## src/rtl/picoregs_pkg.sv

```systemverilog
// Shared definitions for the PicoRV32 block-RAM register file controller.
package picoregs_pkg;

    localparam int DEF_ADDR_W = 5;
    localparam int DEF_DATA_W = 32;

    // Two registers are cleared per cycle (one per BRAM port), so 32 entries take 16 cycles.
    localparam int CLR_CYCLES = 16;

    typedef enum logic {
        INIT = 1'b0,
        RUN  = 1'b1
    } state_t;

endpackage

```

## src/rtl/picoregs_if.sv

```systemverilog
// Core-side register read/write request bus of the register file controller.
interface picoregs_if
    import picoregs_pkg::*;
#(
    parameter int ADDR_W = DEF_ADDR_W,
    parameter int DATA_W = DEF_DATA_W
) ();

    logic              rd_valid;
    logic              rd_ready;
    logic [ADDR_W-1:0] rs1;
    logic [ADDR_W-1:0] rs2;
    logic              rdata_valid;
    logic [DATA_W-1:0] rdata1;
    logic [DATA_W-1:0] rdata2;
    logic              wr_valid;
    logic              wr_ready;
    logic [ADDR_W-1:0] waddr;
    logic [DATA_W-1:0] wdata;
    logic              init_done;

    modport master (
        output rd_valid, rs1, rs2, wr_valid, waddr, wdata,
        input  rd_ready, rdata_valid, rdata1, rdata2, wr_ready, init_done
    );

    modport slave (
        input  rd_valid, rs1, rs2, wr_valid, waddr, wdata,
        output rd_ready, rdata_valid, rdata1, rdata2, wr_ready, init_done
    );

endinterface

```

## src/rtl/picoregs_wbuf.sv

```systemverilog
// One-entry buffer for a write that arrives together with a read. The read owns
// both BRAM ports that cycle, so the write is parked here and committed on the
// next cycle; meanwhile the held data is forwarded to the read that it overtook.
module picoregs_wbuf
    import picoregs_pkg::*;
#(
    parameter int ADDR_W = DEF_ADDR_W,
    parameter int DATA_W = DEF_DATA_W
) (
    input  logic              clk,
    input  logic              reset,
    input  logic              capture,
    input  logic              commit,
    input  logic [ADDR_W-1:0] waddr,
    input  logic [DATA_W-1:0] wdata,
    input  logic [ADDR_W-1:0] rs1,
    input  logic [ADDR_W-1:0] rs2,
    output logic              full,
    output logic [ADDR_W-1:0] addr,
    output logic [DATA_W-1:0] data,
    output logic              fwd1,
    output logic              fwd2
);

    // Hold the parked write and remember which read operands it must override.
    always_ff @(posedge clk) begin
        if (reset) begin
            full <= 1'b0;
            addr <= '0;
            data <= '0;
            fwd1 <= 1'b0;
            fwd2 <= 1'b0;
        end else begin
            fwd1 <= capture && (waddr == rs1);
            fwd2 <= capture && (waddr == rs2);
            if (capture) begin
                full <= 1'b1;
                addr <= waddr;
                data <= wdata;
            end else if (commit) begin
                full <= 1'b0;
            end
        end
    end

endmodule

```

## src/rtl/picoregs_ctrl.sv

```systemverilog
// Access controller between the PicoRV32 register requests and a 32x32
// dual-port BRAM: clears the RAM after reset, hardwires x0, serves two reads
// per cycle and forwards writes accepted in the same cycle as a read.
module picoregs_ctrl
    import picoregs_pkg::*;
#(
    parameter int ADDR_W         = DEF_ADDR_W,
    parameter int DATA_W         = DEF_DATA_W,
    parameter bit CLEAR_ON_RESET = 1'b1
) (
    input  logic              clk,
    input  logic              reset,
    picoregs_if.slave         bus,
    output logic              ram_cea,
    output logic              ram_wrea,
    output logic [ADDR_W-1:0] ram_ada,
    output logic [DATA_W-1:0] ram_dina,
    input  logic [DATA_W-1:0] ram_douta,
    output logic              ram_ceb,
    output logic              ram_wreb,
    output logic [ADDR_W-1:0] ram_adb,
    output logic [DATA_W-1:0] ram_dinb,
    input  logic [DATA_W-1:0] ram_doutb,
    output logic              ram_oce,
    output logic              ram_reset
);

    localparam int                CNT_W    = ADDR_W - 1;
    localparam logic [CNT_W-1:0] CLR_LAST = CNT_W'(CLR_CYCLES - 1);

    state_t            state;
    logic [CNT_W-1:0]  clr_cnt;
    logic              ready_en;
    logic              init_done_q;
    logic              rdata_valid_q;
    logic [ADDR_W-1:0] rs1_q;
    logic [ADDR_W-1:0] rs2_q;

    logic              buf_full;
    logic [ADDR_W-1:0] buf_addr;
    logic [DATA_W-1:0] buf_data;
    logic              fwd1;
    logic              fwd2;

    logic              ready;
    logic              rd_fire;
    logic              wr_fire;
    logic              wr_live;

    assign ready   = ready_en & ~buf_full;
    assign rd_fire = bus.rd_valid & ready;
    assign wr_fire = bus.wr_valid & ready;
    assign wr_live = wr_fire & (bus.waddr != '0);

    picoregs_wbuf #(
        .ADDR_W (ADDR_W),
        .DATA_W (DATA_W)
    ) u_wbuf (
        .clk     (clk),
        .reset   (reset),
        .capture (rd_fire & wr_live),
        .commit  (buf_full),
        .waddr   (bus.waddr),
        .wdata   (bus.wdata),
        .rs1     (bus.rs1),
        .rs2     (bus.rs2),
        .full    (buf_full),
        .addr    (buf_addr),
        .data    (buf_data),
        .fwd1    (fwd1),
        .fwd2    (fwd2)
    );

    // Sequence the clearing pass, then run; latch read operands for the output mux.
    always_ff @(posedge clk) begin
        if (reset) begin
            state         <= CLEAR_ON_RESET ? INIT : RUN;
            clr_cnt       <= '0;
            init_done_q   <= !CLEAR_ON_RESET;
            ready_en      <= 1'b0;
            rdata_valid_q <= 1'b0;
            rs1_q         <= '0;
            rs2_q         <= '0;
        end else begin
            rdata_valid_q <= rd_fire;
            if (rd_fire) begin
                rs1_q <= bus.rs1;
                rs2_q <= bus.rs2;
            end
            case (state)
                INIT: begin
                    clr_cnt <= clr_cnt + 1'b1;
                    if (clr_cnt == CLR_LAST) begin
                        state       <= RUN;
                        init_done_q <= 1'b1;
                        ready_en    <= 1'b1;
                    end
                end
                RUN: begin
                    ready_en    <= 1'b1;
                    init_done_q <= 1'b1;
                end
                default: state <= INIT;
            endcase
        end
    end

    // Steer the BRAM ports: clearing pass, then buffered write, read pair, direct write.
    always_comb begin
        ram_cea  = 1'b0;
        ram_wrea = 1'b0;
        ram_ada  = '0;
        ram_dina = '0;
        ram_ceb  = 1'b0;
        ram_wreb = 1'b0;
        ram_adb  = '0;
        ram_dinb = '0;
        if (!reset) begin
            if (state == INIT) begin
                ram_cea  = 1'b1;
                ram_wrea = 1'b1;
                ram_ada  = {clr_cnt, 1'b0};
                ram_ceb  = 1'b1;
                ram_wreb = 1'b1;
                ram_adb  = {clr_cnt, 1'b1};
            end else if (buf_full) begin
                ram_cea  = 1'b1;
                ram_wrea = 1'b1;
                ram_ada  = buf_addr;
                ram_dina = buf_data;
            end else if (rd_fire) begin
                ram_cea = 1'b1;
                ram_ada = bus.rs1;
                ram_ceb = 1'b1;
                ram_adb = bus.rs2;
            end else if (wr_live) begin
                ram_cea  = 1'b1;
                ram_wrea = 1'b1;
                ram_ada  = bus.waddr;
                ram_dina = bus.wdata;
            end
        end
    end

    assign bus.rd_ready    = ready;
    assign bus.wr_ready    = ready;
    assign bus.rdata_valid = rdata_valid_q;
    assign bus.init_done   = init_done_q;
    assign bus.rdata1      = (rs1_q == '0) ? '0 : (fwd1 ? buf_data : ram_douta);
    assign bus.rdata2      = (rs2_q == '0) ? '0 : (fwd2 ? buf_data : ram_doutb);
    assign ram_oce         = 1'b1;
    assign ram_reset       = reset;

endmodule

```

## src/flat_wrapper.sv

```systemverilog
// flat-port wrapper written by rule: the top's interface ports become plain ports
module picoregs_ctrl_flat import picoregs_pkg::*;
#(
    parameter int ADDR_W         = DEF_ADDR_W,
    parameter int DATA_W         = DEF_DATA_W,
    parameter bit CLEAR_ON_RESET = 1'b1
)
  (clk, reset, ram_cea, ram_wrea, ram_ada, ram_dina, ram_douta, ram_ceb, ram_wreb, ram_adb, ram_dinb, ram_doutb, ram_oce, ram_reset, bus_rd_valid, bus_rs1, bus_rs2, bus_wr_valid, bus_waddr, bus_wdata, bus_rd_ready, bus_rdata_valid, bus_rdata1, bus_rdata2, bus_wr_ready, bus_init_done);
  picoregs_if #(.ADDR_W(ADDR_W), .DATA_W(DATA_W)) bus_i ();
  input  logic clk;
  input  logic reset;
  output logic ram_cea;
  output logic ram_wrea;
  output logic [ADDR_W-1:0] ram_ada;
  output logic [DATA_W-1:0] ram_dina;
  input  logic [DATA_W-1:0] ram_douta;
  output logic ram_ceb;
  output logic ram_wreb;
  output logic [ADDR_W-1:0] ram_adb;
  output logic [DATA_W-1:0] ram_dinb;
  input  logic [DATA_W-1:0] ram_doutb;
  output logic ram_oce;
  output logic ram_reset;
  input wire logic [$bits(bus_i.rd_valid)-1:0] bus_rd_valid;
  input wire logic [$bits(bus_i.rs1)-1:0] bus_rs1;
  input wire logic [$bits(bus_i.rs2)-1:0] bus_rs2;
  input wire logic [$bits(bus_i.wr_valid)-1:0] bus_wr_valid;
  input wire logic [$bits(bus_i.waddr)-1:0] bus_waddr;
  input wire logic [$bits(bus_i.wdata)-1:0] bus_wdata;
  output wire logic [$bits(bus_i.rd_ready)-1:0] bus_rd_ready;
  output wire logic [$bits(bus_i.rdata_valid)-1:0] bus_rdata_valid;
  output wire logic [$bits(bus_i.rdata1)-1:0] bus_rdata1;
  output wire logic [$bits(bus_i.rdata2)-1:0] bus_rdata2;
  output wire logic [$bits(bus_i.wr_ready)-1:0] bus_wr_ready;
  output wire logic [$bits(bus_i.init_done)-1:0] bus_init_done;
  assign bus_i.rd_valid = bus_rd_valid;
  assign bus_i.rs1 = bus_rs1;
  assign bus_i.rs2 = bus_rs2;
  assign bus_i.wr_valid = bus_wr_valid;
  assign bus_i.waddr = bus_waddr;
  assign bus_i.wdata = bus_wdata;
  assign bus_rd_ready = bus_i.rd_ready;
  assign bus_rdata_valid = bus_i.rdata_valid;
  assign bus_rdata1 = bus_i.rdata1;
  assign bus_rdata2 = bus_i.rdata2;
  assign bus_wr_ready = bus_i.wr_ready;
  assign bus_init_done = bus_i.init_done;
  picoregs_ctrl #(.ADDR_W(ADDR_W), .DATA_W(DATA_W), .CLEAR_ON_RESET(CLEAR_ON_RESET)) u_core (.clk(clk), .reset(reset), .bus(bus_i), .ram_cea(ram_cea), .ram_wrea(ram_wrea), .ram_ada(ram_ada), .ram_dina(ram_dina), .ram_douta(ram_douta), .ram_ceb(ram_ceb), .ram_wreb(ram_wreb), .ram_adb(ram_adb), .ram_dinb(ram_dinb), .ram_doutb(ram_doutb), .ram_oce(ram_oce), .ram_reset(ram_reset));
endmodule
```

## config.mk

```make
export PLATFORM = sky130hd
export DESIGN_NAME = picoregs_ctrl_flat
export DESIGN_NICKNAME = d
export VERILOG_FILES = /design/src/rtl/picoregs_pkg.sv /design/src/rtl/picoregs_if.sv /design/src/rtl/picoregs_wbuf.sv /design/src/rtl/picoregs_ctrl.sv /design/src/flat_wrapper.sv
export SDC_FILE = /design/constraint.sdc
export NUM_CORES = 1
export LEC_CHECK = 0
export ABC_AREA = 1
export BUFFER_PORTS_ARGS = -buffer_cell sky130_fd_sc_hd__buf_2
export CAP_MARGIN = 15
export CORE_ASPECT_RATIO = 1.1
export CORE_MARGIN = 2
export CORE_UTILIZATION = 47
export CTS_BUF_LIST = sky130_fd_sc_hd__clkbuf_4 sky130_fd_sc_hd__clkbuf_8
export DETAILED_ROUTE_END_ITERATION = 12
export GPL_TIMING_DRIVEN = 0
export PLACE_DENSITY_LB_ADDON = 0.12
export SLEW_MARGIN = 20
export SYNTH_ARGS = -nofsm -noshare
export SYNTH_HDL_FRONTEND = slang
export SYNTH_SLANG_ARGS = --single-unit
```

## constraint.sdc

```tcl
create_clock -name clk -period 1.5 [get_ports clk]
set_input_delay 0.225 -clock clk [delete_from_list [all_inputs] [get_ports clk]]
set_output_delay 0.225 -clock clk [all_outputs]
set_load 0.005 [all_outputs]
```

==> results.md <==
* Outcome: complete, but fails checks
* Failing checks: negative setup slack
* Clock sink count at 57
* Area of the multi-input gates at 0.00352 mm²
* Clock power share at between 40% and 50%
* Max cap viols at 0
* Placed Instances at 1215
* Pre-antenna DRT Iters at 5
* Top FF cell, synth: dfxtp_1
* Starting density of the core at 48.0%
* Leak Pwr at 4.80 nW
* R2R Setup Slk at -80 ps
* Avg Vias per Cell at 4.76
* Worst EP arrival at 1720 ps
* First-pass GRT wire length at approximately 27 mm
* Total gr overflow at 0
* Detailed Route WL at 18.4 mm
* Crit path to: ram_dina[6]
* YS warnings at 0
* CP startpoint kind: register
* Die area at 0.0114 mm²
* Final Hold Viols at 0
* Yosys reg bits at 57
* Ports at 263
* HP Class: primary input to register
* Die width at 102 µm
* Area leader, netlist: dfxtp_1
* Share of the synthesized area in the top cell type at 23.1%
* Power share of the combinational group at a little under a fifth
* Vias in the first global route at 5663
* Routed wire length per instance at roughly 14 µm
* Largest cells by area after synthesis: dfxtp_1 (23%), nand2_1 (19%), inv_1 (14%)
* Clock slew at reported path FFs at 70 ps
* Worst relative slew slack at 57.5%
* Min Tclk post-route at 1940 ps
* Setup ws final at -441 ps
* Maximum vdd drop at 0.000658 V
* Tot GR Track Use at 29.7%
* RSZ-0062 raised after global routing: yes
* DP HPWL at 11.6 mm
* PD cells at 479 mW/mm²
* FF/Latch Area at ~0.0012 mm²
* Place WS at -274 ps
* Input/output buffers at 229
* Slew Viols, Final at 0
* Routed vias at 6082
* Area Growth Syn to Fin at 69.7%
* Post-Synthesis Cells at 812
* Worst slew pin tran at 637 ps
* Crit path from: u_core.bus.init_done$_SDFFE_PP0P_
* H-tree levels at 3
* Die Y at 112 µm
* Fin nets at around 1200
* Count leader, synth: nand2_1
* Final worst-path cycle share at 129%
* Average cell area after synthesis at 6.09 µm²
* Initial antenna violation count at 0
* Reg2reg start: u_core.bus.init_done$_SDFFE_PP0P_
* F_max at around 500 MHz
* Share of cells above drive strength 1 at a little under three fifths
* Final setup TNS at -31930 ps
* Inserted Diodes at 0
* Max clock buf depth at 2
* Clock Latency Late Sink at 340 ps
* Pint at approximately 3.0 mW
* Fill count at 752
* DR iter-0 viols at around 310
* CTS buffer count at 9
* Sw frac at between 20% and 30%
* Commonest cells post-synth: nand2_1 (256), inv_1 (187), a21oi_1 (58)
* CP endpoint kind: output pin
* Post-Layout Cell Count at 1277
* Worst Reg-to-Reg Cells at 11
* Switching pwr at 1.04 mW
* Ys async rst share at 0%
* Setup violations, final at 146
* FP Rows at 39
* Worst Skew at ~9.5 ps
* CP max FO at 5
* WS Path Type: register to output pin
* Post-CTS Hold Fix Bufs at 0
* Synth unique cells at 31
* Reg power frac at 39.6%
* CTS tree: done
* Post-synth EDFFs at 0
* Root buf cell: clkbuf_8
* RD Place Congestion at between 0.8 and 0.9
* Sequential fraction of the synthesis area at between 20% and 30%
* Drc violations at 0
* Largest net degree at the start of global routing at 11
* Required time worst endpoint at 1270 ps
* Worst R2R End: u_core.u_wbuf.data[13]$_SDFFE_PP0P_
* Core area at around 0.010 mm²
* Post-Syn Area at 0.00494 mm²
* Final ANT Viol Nets at 0
==> power groups by stage <==
stage | clock network, mW | registers, mW | logic (mW)
4_1_cts | 1.68 | 1.59 | 0.696
3_5_place_dp | 0 | 1.63 | 0.622
3_3_place_gp | 0 | 1.63 | 0.611
6_report | 1.67 | 1.59 | 0.755
2_1_floorplan | 0 | 1.62 | 0.357
5_1_grt | 1.75 | 1.60 | 0.833
==> layout by cell type (no fill, tap or decap), types with 3 or more instances in the layout <==
master,instances
inv_2,42
dfxtp_4,3
xnor2_1,8
a21oi_2,33
nor2_4,4
nand3_1,4
inv_1,144
conb_1,33
dfxtp_1,49
buf_6,50
buf_1,3
nand2_1,167
nand2_4,29
clkbuf_4,5
nor2_2,3
buf_4,53
a21oi_1,25
buf_12,8
inv_4,3
buf_2,204
clkbuf_8,11
mux2_4,63
nor2_1,48
nand4_1,4
dfxtp_2,5
nand2_2,74
o21ai_0,7
o21ai_1,3
buf_8,21
==> state kept, by name, summed over array words and instances (netlist names), 4 cells and up <==
register            cells
u_core.rs1_q            5
u_core.rs2_q            5
u_core.u_wbuf.data     32
u_core.clr_cnt          4
u_core.u_wbuf.addr      5
==> what timing repair did <==
item | CTS | global route
resized for setup | 205 | 235
endpoints found under the setup margin | 141 | 148
setup buffers | 22 | 16
gates cloned | 16 | 2
pin swaps | 20 | 64
==> routing by layer <==
| layer | vias up | wire length (µm) | track usage [%] |
|---|---|---|---|
| met4 | 0 | 445 | 10.9 |
| met2 | 285 | 9580 | 52.4 |
| li1 | 2953 | - | - |
| met3 | 39 | 1410 | 5.08 |
| met5 | - | 0 | 0 |
| met1 | 2805 | 6960 | 35.6 |
==> stage by stage <==
stage / power (mW) / instance area (µm²) / hold WS (ps) / utilization, %
global placement: 2.24 / 6380 / 455 / 62.0
detailed placement: 2.25 / 6380 / 458 / 62.0
global route: 4.18 / 8390 / 165 / 81.5
CTS: 3.96 / 7680 / 153 / 74.6
finish: 4.01 / 8390 / 153 / 81.5
floorplan: 1.97 / 5060 / 369 / -
==> area by class of cell <==
class	count	area share, %
buffer	70	7.50
clock buffer	11	1.80
clock inverter	5	0.925
inverter	190	8.68
multi-input combinational	522	42.0
sequential	57	13.8
tap	143	2.13
timing repair buffer	279	23.2
==> worst min path at each step <==
stage | slack, ps | cells past startpoint | startpoint | to
after detailed placement | 460 | 2 | u_core.rs1_q[0]$_SDFFE_PP0P_ | u_core.rs1_q[0]$_SDFFE_PP0P_
final | 150 | 3 | bus_rs1[3] | u_core.rs1_q[3]$_SDFFE_PP0P_
after floorplan | 370 | 2 | bus_rs1[4] | u_core.rs1_q[4]$_SDFFE_PP0P_
after CTS | 150 | 3 | bus_rs1[3] | u_core.rs1_q[3]$_SDFFE_PP0P_
after global placement | 460 | 2 | u_core.rs2_q[0]$_SDFFE_PP0P_ | u_core.rs2_q[0]$_SDFFE_PP0P_
after global routing | 170 | 3 | bus_rs1[2] | u_core.rs1_q[2]$_SDFFE_PP0P_
==> kinds of logic after synthesis <==
| logic type | count (synthesis) | share of synthesized area (%) |
|---|---|---|
| DFF | 57 | 23.1 |
| other | 2 | 0.152 |
| xor gates and xnor gates | 10 | 1.77 |
| buffers and inverters | 265 | 24.5 |
| adders and majority gates | 1 | 0.253 |
| muxes | 64 | 14.6 |
| and+or+nand+nor | 341 | 28.2 |
| AOI/OAI and AO/OA | 72 | 7.44 |
==> critical path: stages (launching register included) <==
cell,delay (ps)
dfxtp_4,400
nand2_4,70
nor2_4,110
nand2_4,100
nor2_4,180
buf_6,170
nand2_2,60
a21oi_2,140
buf_2,150
No activity file was read; power rests on OpenSTA's default activity.
